==> config.mk <==
export PLATFORM = sky130hd
export DESIGN_NAME = ysyx_23060025_axi_bridge
export DESIGN_NICKNAME = d
export VERILOG_FILES = /design/src/rtl/ysyx_23060025_axi_bridge_pkg.sv /design/src/rtl/ysyx_23060025_axi_bridge.sv
export SDC_FILE = /design/constraint.sdc
export NUM_CORES = 1
export LEC_CHECK = 0
export CAP_MARGIN = 20
export CELL_PAD_IN_SITES_DETAIL_PLACEMENT = 1
export CELL_PAD_IN_SITES_GLOBAL_PLACEMENT = 2
export CORE_UTILIZATION = 18
export CTS_BUF_LIST = sky130_fd_sc_hd__clkbuf_4
export CTS_CLUSTER_DIAMETER = 80
export CTS_CLUSTER_SIZE = 14
export DETAILED_ROUTE_END_ITERATION = 7
export GPL_TIMING_DRIVEN = 1
export HOLD_SLACK_MARGIN = 0.05
export PLACE_DENSITY_LB_ADDON = 0.1
export REMOVE_ABC_BUFFERS = 1
export SYNTH_ARGS = -nofsm -noshare
export SYNTH_HDL_FRONTEND = slang
export SYNTH_SLANG_ARGS = --single-unit
==> constraint.sdc <==
create_clock -name clock -period 1.49 [get_ports clock]
set_clock_uncertainty 0.2 [all_clocks]
set_input_delay 0.298 -clock clock [delete_from_list [all_inputs] [get_ports clock]]
set_output_delay 0.298 -clock clock [all_outputs]
set_load 0.01 [all_outputs]
==> src/rtl/ysyx_23060025_axi_bridge_pkg.sv <==
// rtl/ysyx_23060025_axi_bridge_pkg.sv - bridge state encodings and AXI constants
package ysyx_23060025_axi_bridge_pkg;

    typedef enum logic [2:0] {
        BRG_IDLE,
        BRG_I_AR,
        BRG_I_R,
        BRG_D_AR,
        BRG_D_R,
        BRG_D_AW,
        BRG_D_B
    } brg_state_t;

    localparam logic [1:0] AXI_BURST_INCR = 2'b01;
    localparam logic [1:0] AXI_RESP_OKAY  = 2'b00;

endpackage

==> src/rtl/ysyx_23060025_axi_bridge.sv <==
// rtl/ysyx_23060025_axi_bridge.sv - fetch/LSU arbiter and single-outstanding AXI4 master
module ysyx_23060025_axi_bridge
    import ysyx_23060025_axi_bridge_pkg::*;
#(
    parameter int ADDR_WIDTH = 32,
    parameter int DATA_WIDTH = 32
) (
    input  logic                    clock,
    input  logic                    reset,

    input  logic [ADDR_WIDTH-1:0]   inst_paddr,
    input  logic [7:0]              inst_plen,
    input  logic [2:0]              inst_psize,
    input  logic                    inst_psel,
    output logic                    inst_pvalid,
    output logic                    inst_plast,
    output logic [DATA_WIDTH-1:0]   inst_prdata,

    input  logic [ADDR_WIDTH-1:0]   data_paddr,
    input  logic [2:0]              data_psize,
    input  logic                    data_psel,
    input  logic                    data_pwrite,
    input  logic [DATA_WIDTH-1:0]   data_pwdata,
    input  logic [DATA_WIDTH/8-1:0] data_pwstrb,
    output logic [DATA_WIDTH-1:0]   data_prdata,
    output logic                    data_pvalid,
    output logic                    bus_err_o,

    output logic [ADDR_WIDTH-1:0]   axi_araddr,
    output logic [7:0]              axi_arlen,
    output logic [2:0]              axi_arsize,
    output logic [1:0]              axi_arburst,
    output logic                    axi_arvalid,
    input  logic                    axi_arready,

    input  logic [DATA_WIDTH-1:0]   axi_rdata,
    input  logic [1:0]              axi_rresp,
    input  logic                    axi_rlast,
    input  logic                    axi_rvalid,
    output logic                    axi_rready,

    output logic [ADDR_WIDTH-1:0]   axi_awaddr,
    output logic [7:0]              axi_awlen,
    output logic [2:0]              axi_awsize,
    output logic [1:0]              axi_awburst,
    output logic                    axi_awvalid,
    input  logic                    axi_awready,

    output logic [DATA_WIDTH-1:0]   axi_wdata,
    output logic [DATA_WIDTH/8-1:0] axi_wstrb,
    output logic                    axi_wlast,
    output logic                    axi_wvalid,
    input  logic                    axi_wready,

    input  logic                    axi_bvalid,
    input  logic [1:0]              axi_bresp,
    output logic                    axi_bready
);

    brg_state_t state;
    logic       aw_done;
    logic       w_done;
    logic       err_seen;

    logic aw_hs;
    logic w_hs;
    logic aw_ok;
    logic w_ok;
    logic r_err;
    logic b_err;

    assign aw_hs = axi_awvalid && axi_awready;
    assign w_hs  = axi_wvalid && axi_wready;
    assign aw_ok = aw_done || aw_hs;
    assign w_ok  = w_done || w_hs;
    assign r_err = axi_rresp != AXI_RESP_OKAY;
    assign b_err = axi_bresp != AXI_RESP_OKAY;

    // Upstream returns are combinational so a zero-wait slave adds no latency.
    assign inst_pvalid = (state == BRG_I_R) && axi_rvalid;
    assign inst_plast  = inst_pvalid && axi_rlast;
    assign inst_prdata = axi_rdata;
    assign data_prdata = axi_rdata;
    assign data_pvalid = ((state == BRG_D_R) && axi_rvalid) ||
                         ((state == BRG_D_B) && axi_bvalid);

    // A burst reports an error on its last beat if any beat carried a bad response.
    assign bus_err_o = ((state == BRG_I_R) && axi_rvalid && axi_rlast && (r_err || err_seen)) ||
                       ((state == BRG_D_R) && axi_rvalid && r_err) ||
                       ((state == BRG_D_B) && axi_bvalid && b_err);

    always_ff @(posedge clock) begin
        if (reset) begin
            state       <= BRG_IDLE;
            aw_done     <= 1'b0;
            w_done      <= 1'b0;
            err_seen    <= 1'b0;
            axi_araddr  <= '0;
            axi_arlen   <= '0;
            axi_arsize  <= '0;
            axi_arburst <= '0;
            axi_arvalid <= 1'b0;
            axi_rready  <= 1'b0;
            axi_awaddr  <= '0;
            axi_awlen   <= '0;
            axi_awsize  <= '0;
            axi_awburst <= '0;
            axi_awvalid <= 1'b0;
            axi_wdata   <= '0;
            axi_wstrb   <= '0;
            axi_wlast   <= 1'b0;
            axi_wvalid  <= 1'b0;
            axi_bready  <= 1'b0;
        end else begin
            case (state)
                BRG_IDLE: begin
                    // Fixed priority: the LSU always beats the fetch port.
                    if (data_psel) begin
                        if (data_pwrite) begin
                            axi_awaddr  <= data_paddr;
                            axi_awlen   <= 8'd0;
                            axi_awsize  <= data_psize;
                            axi_awburst <= AXI_BURST_INCR;
                            axi_awvalid <= 1'b1;
                            axi_wdata   <= data_pwdata;
                            axi_wstrb   <= data_pwstrb;
                            axi_wlast   <= 1'b1;
                            axi_wvalid  <= 1'b1;
                            aw_done     <= 1'b0;
                            w_done      <= 1'b0;
                            state       <= BRG_D_AW;
                        end else begin
                            axi_araddr  <= data_paddr;
                            axi_arlen   <= 8'd0;
                            axi_arsize  <= data_psize;
                            axi_arburst <= AXI_BURST_INCR;
                            axi_arvalid <= 1'b1;
                            state       <= BRG_D_AR;
                        end
                    end else if (inst_psel) begin
                        axi_araddr  <= inst_paddr;
                        axi_arlen   <= inst_plen;
                        axi_arsize  <= inst_psize;
                        axi_arburst <= AXI_BURST_INCR;
                        axi_arvalid <= 1'b1;
                        err_seen    <= 1'b0;
                        state       <= BRG_I_AR;
                    end
                end
                BRG_I_AR, BRG_D_AR: begin
                    if (axi_arready) begin
                        axi_arvalid <= 1'b0;
                        axi_rready  <= 1'b1;
                        state       <= (state == BRG_I_AR) ? BRG_I_R : BRG_D_R;
                    end
                end
                BRG_I_R: begin
                    if (axi_rvalid) begin
                        if (r_err) begin
                            err_seen <= 1'b1;
                        end
                        if (axi_rlast) begin
                            axi_rready <= 1'b0;
                            state      <= BRG_IDLE;
                        end
                    end
                end
                BRG_D_R: begin
                    if (axi_rvalid) begin
                        axi_rready <= 1'b0;
                        state      <= BRG_IDLE;
                    end
                end
                BRG_D_AW: begin
                    if (aw_hs) begin
                        axi_awvalid <= 1'b0;
                        aw_done     <= 1'b1;
                    end
                    if (w_hs) begin
                        axi_wvalid <= 1'b0;
                        w_done     <= 1'b1;
                    end
                    if (aw_ok && w_ok) begin
                        axi_bready <= 1'b1;
                        state      <= BRG_D_B;
                    end
                end
                BRG_D_B: begin
                    if (axi_bvalid) begin
                        axi_bready <= 1'b0;
                        state      <= BRG_IDLE;
                    end
                end
                default: state <= BRG_IDLE;
            endcase
        end
    end

endmodule

==> out/results.ini <==
[run_status]
status=finished, violations left
violations=setup timing

[min_path]
hold_path.class=input port to flip-flop

[global_routing]
grt_pass1_vias=6421
grt_max_degree=50
use_met3_pct=8.43
globalRoute.totalOverflow=0
grt.busiest_layer=met2
met1_usage_pct=19.8
grt_first_pass_wirelength_um=41200
track_usage_pct=17.0
antenna_found_initial=2
grtUsageMet2_pct=27.3

[timing]
worst_slack_ps=-674
tightest_slew_ps=630
final.min_clock_period_ps=2160
slew_headroom_pct=57.7
drv_slew=0
fmax_ghz=0.462
setup_viol=216
hold_violations=0
rsz0062_at_grt=true
finalCritPeriodShare_pct=145

[synthesis]
synth.area.top_cells=dfxtp_1, buf_4, nand2_1
syn_area_um2=5750
yosysWarnings=0
avgSynthCellArea_um2=8.58
yosys.area.top_type=dfxtp_1
synthCells=670
ys_seq_elements=127
synth_top_area_share_pct=44.2
synth.distinct_cells=35
yosysSeqAreaShare_pct=44.2

[setup_path]
crit_path_end_kind=primary output
arrival_ps=1670
startpoint_type=flip-flop
cp_cell_sequence=nor3_4 > and2_4 > a211oi_2 > o22ai_1 > buf_2
crit_required_ps=990
critPathKind=flip-flop to primary output
critPathSlowestCell=dfxtp_4
max_stage_delay_ps=390
crit_path_max_fanout=3

[floorplan]
dieWidth_um=181
io_pins=361
dieArea_um2=32700
dieHeight_um=181
core_um2=31500
num_rows=65
start_util_pct=18.3

[final_layout]
final_layout_size_suffix_gt1_share_pct=64.6
final_core_util_pct=37.7
final_cell_mix=buf_6, clkdlybuf4s50_1, dfxtp_2, buf_4, nand2_1
nNetsFinal=1176
syn_to_final_growth_pct=106
fin_area_um2=11900
layout_commonest_cell=buf_6

[drt]
wl_per_cell_um=20.6
dr.first_iter.drc_count=152
drtPass1Iterations=6
routed_wl_um=29500
avgViaCountPerCell=4.25
post-route-drc-count=0
vias=6090
ant_nets=0

[job]
drv_cap=0

[place]
gp_congestion=0.745
dp_hpwl_um=17800
port_buffers=254
place_ws_ps=-1030
place_area_um2=8440

[power_and_ir_drop]
p_per_area_nw_per_um2=1300
leakage_nw=4.91
peakVddDrop_uv=491

[clock_network]
clk_path_buf_depth=2
clock_sinks=127
cts_tree=built
htree_levels=4
clk_pin_slew_ps=140
cts_buffers=17
cts_root_buf=clkbuf_4
clk_latency_ps=540

==> logic make-up (layout without fill, tap and decap cells) <==
| logic type | count (synthesis) | count (layout) | share of synthesized area [%] |
|---|---|---|---|
| mux | 39 | 39 | 6.79 |
| buf+inv | 126 | 473 | 14.8 |
| other cells | 1 | 12 | 0.0652 |
| flops | 127 | 127 | 44.2 |
| compound gates | 135 | 135 | 16.9 |
| simple gates | 242 | 244 | 17.2 |
==> Yosys cell counts <==
| cell type | instances |
|---|---|
| conb_1 | 1 |
| a221oi_1 | 1 |
| a31oi_1 | 3 |
| a22oi_1 | 2 |
| inv_1 | 4 |
| nand4_1 | 1 |
| nor2_1 | 51 |
| buf_6 | 7 |
| mux2i_1 | 39 |
| nand3b_1 | 8 |
| nor3_1 | 7 |
| a211oi_1 | 2 |
| and2_1 | 1 |
| dfxtp_1 | 127 |
| clkbuf_1 | 18 |
| a211oi_2 | 35 |
| buf_1 | 1 |
| o22ai_1 | 2 |
| nand3_1 | 1 |
| o21ai_1 | 1 |
| nor3_4 | 1 |
| nand2b_1 | 1 |
| o21ai_0 | 1 |
| a211o_1 | 1 |
| nor4_1 | 1 |
| nor2b_1 | 4 |
| nor3_2 | 1 |
| a32o_1 | 1 |
| nand2_1 | 164 |
| buf_4 | 82 |
| a21oi_1 | 84 |
| buf_2 | 14 |
| o21a_1 | 1 |
| and3_1 | 1 |
| a31o_2 | 1 |
==> layout make-up <==
cell class,instances,area (um2)
diodes,2,5.00
clock buffers,18,135
clock inverters,14,180
fillers,3491,19600
inverters,4,15.0
multi-input cells,428,3410
flip-flops and latches,127,2740
well taps,402,503
repair buffers,437,4880
==> final timing paths <==
kind | startpoint | slack [ps] | cells past startpoint | end
worst min register to register | axi_awaddr[29] | 270 | 2 | axi_awaddr[29]
worst max register to register | state[0] | -610 | 11 | axi_wdata[4]
worst min-delay path | inst_plen[6] | 120 | 3 | axi_arlen[6]
worst max-delay path | state[2] | -670 | 5 | bus_err_o
==> where the power goes <==
group          switching, mW  total (mW)  internal [mW]
Sequential             0.467        4.59           4.12
Combinational           3.58        8.12           4.54
Clock                   1.54        2.76           1.22
==> sequential cells by signal, summed over array words and instances (netlist names) <==
signal       count
axi_araddr      32
axi_awaddr      32
axi_wdata       32
axi_arlen        8
axi_wstrb        4
axi_arsize       3
axi_awsize       3
state            3
aw_done          1
axi_arburst      1
axi_arvalid      1
axi_awburst      1
axi_awvalid      1
axi_bready       1
axi_rready       1
axi_wvalid       1
err_seen         1
w_done           1
==> per-stage QoR <==
stage | setup TNS [ps] | total power [mW] | cells | hold slack (ps)
global placement | -61610 | 8.93 | 1256 | 241
floorplan | -166070 | 6.34 | 557 | 163
CTS | -66500 | 14.2 | 1382 | 50.9
global route | -88060 | 16.4 | 1432 | 51.0
detailed placement | -64710 | 9.04 | 1256 | 250
finish | -65290 | 15.5 | 1432 | 121
==> metal layers <==
| metal | up-vias | routed length, um |
|---|---|---|
| met4 | 4 | 476 |
| met1 | 2951 | 12400 |
| met3 | 28 | 2690 |
| li1 | 2871 | - |
| met2 | 236 | 13900 |
| met5 | - | 83 |
==> repair_timing <==
action,CTS,global route
setup endpoints to repair,251,253
cloned,21,8
endpoints found under the hold margin,62,0
setup buffers,44,55
hold buffers,30,0
pin swaps,52,131
resized for setup,885,268
==> critical path, delay by kind of cell (launching register included) <==
| kind | cells | cell delay (ps) |
|---|---|---|
| buffers and inverters | 1 | 160 |
| AOI/OAI and AO/OA | 2 | 220 |
| DFF | 1 | 390 |
| and+or+nand+nor | 2 | 360 |
No activity file was read; power rests on OpenSTA's default activity.
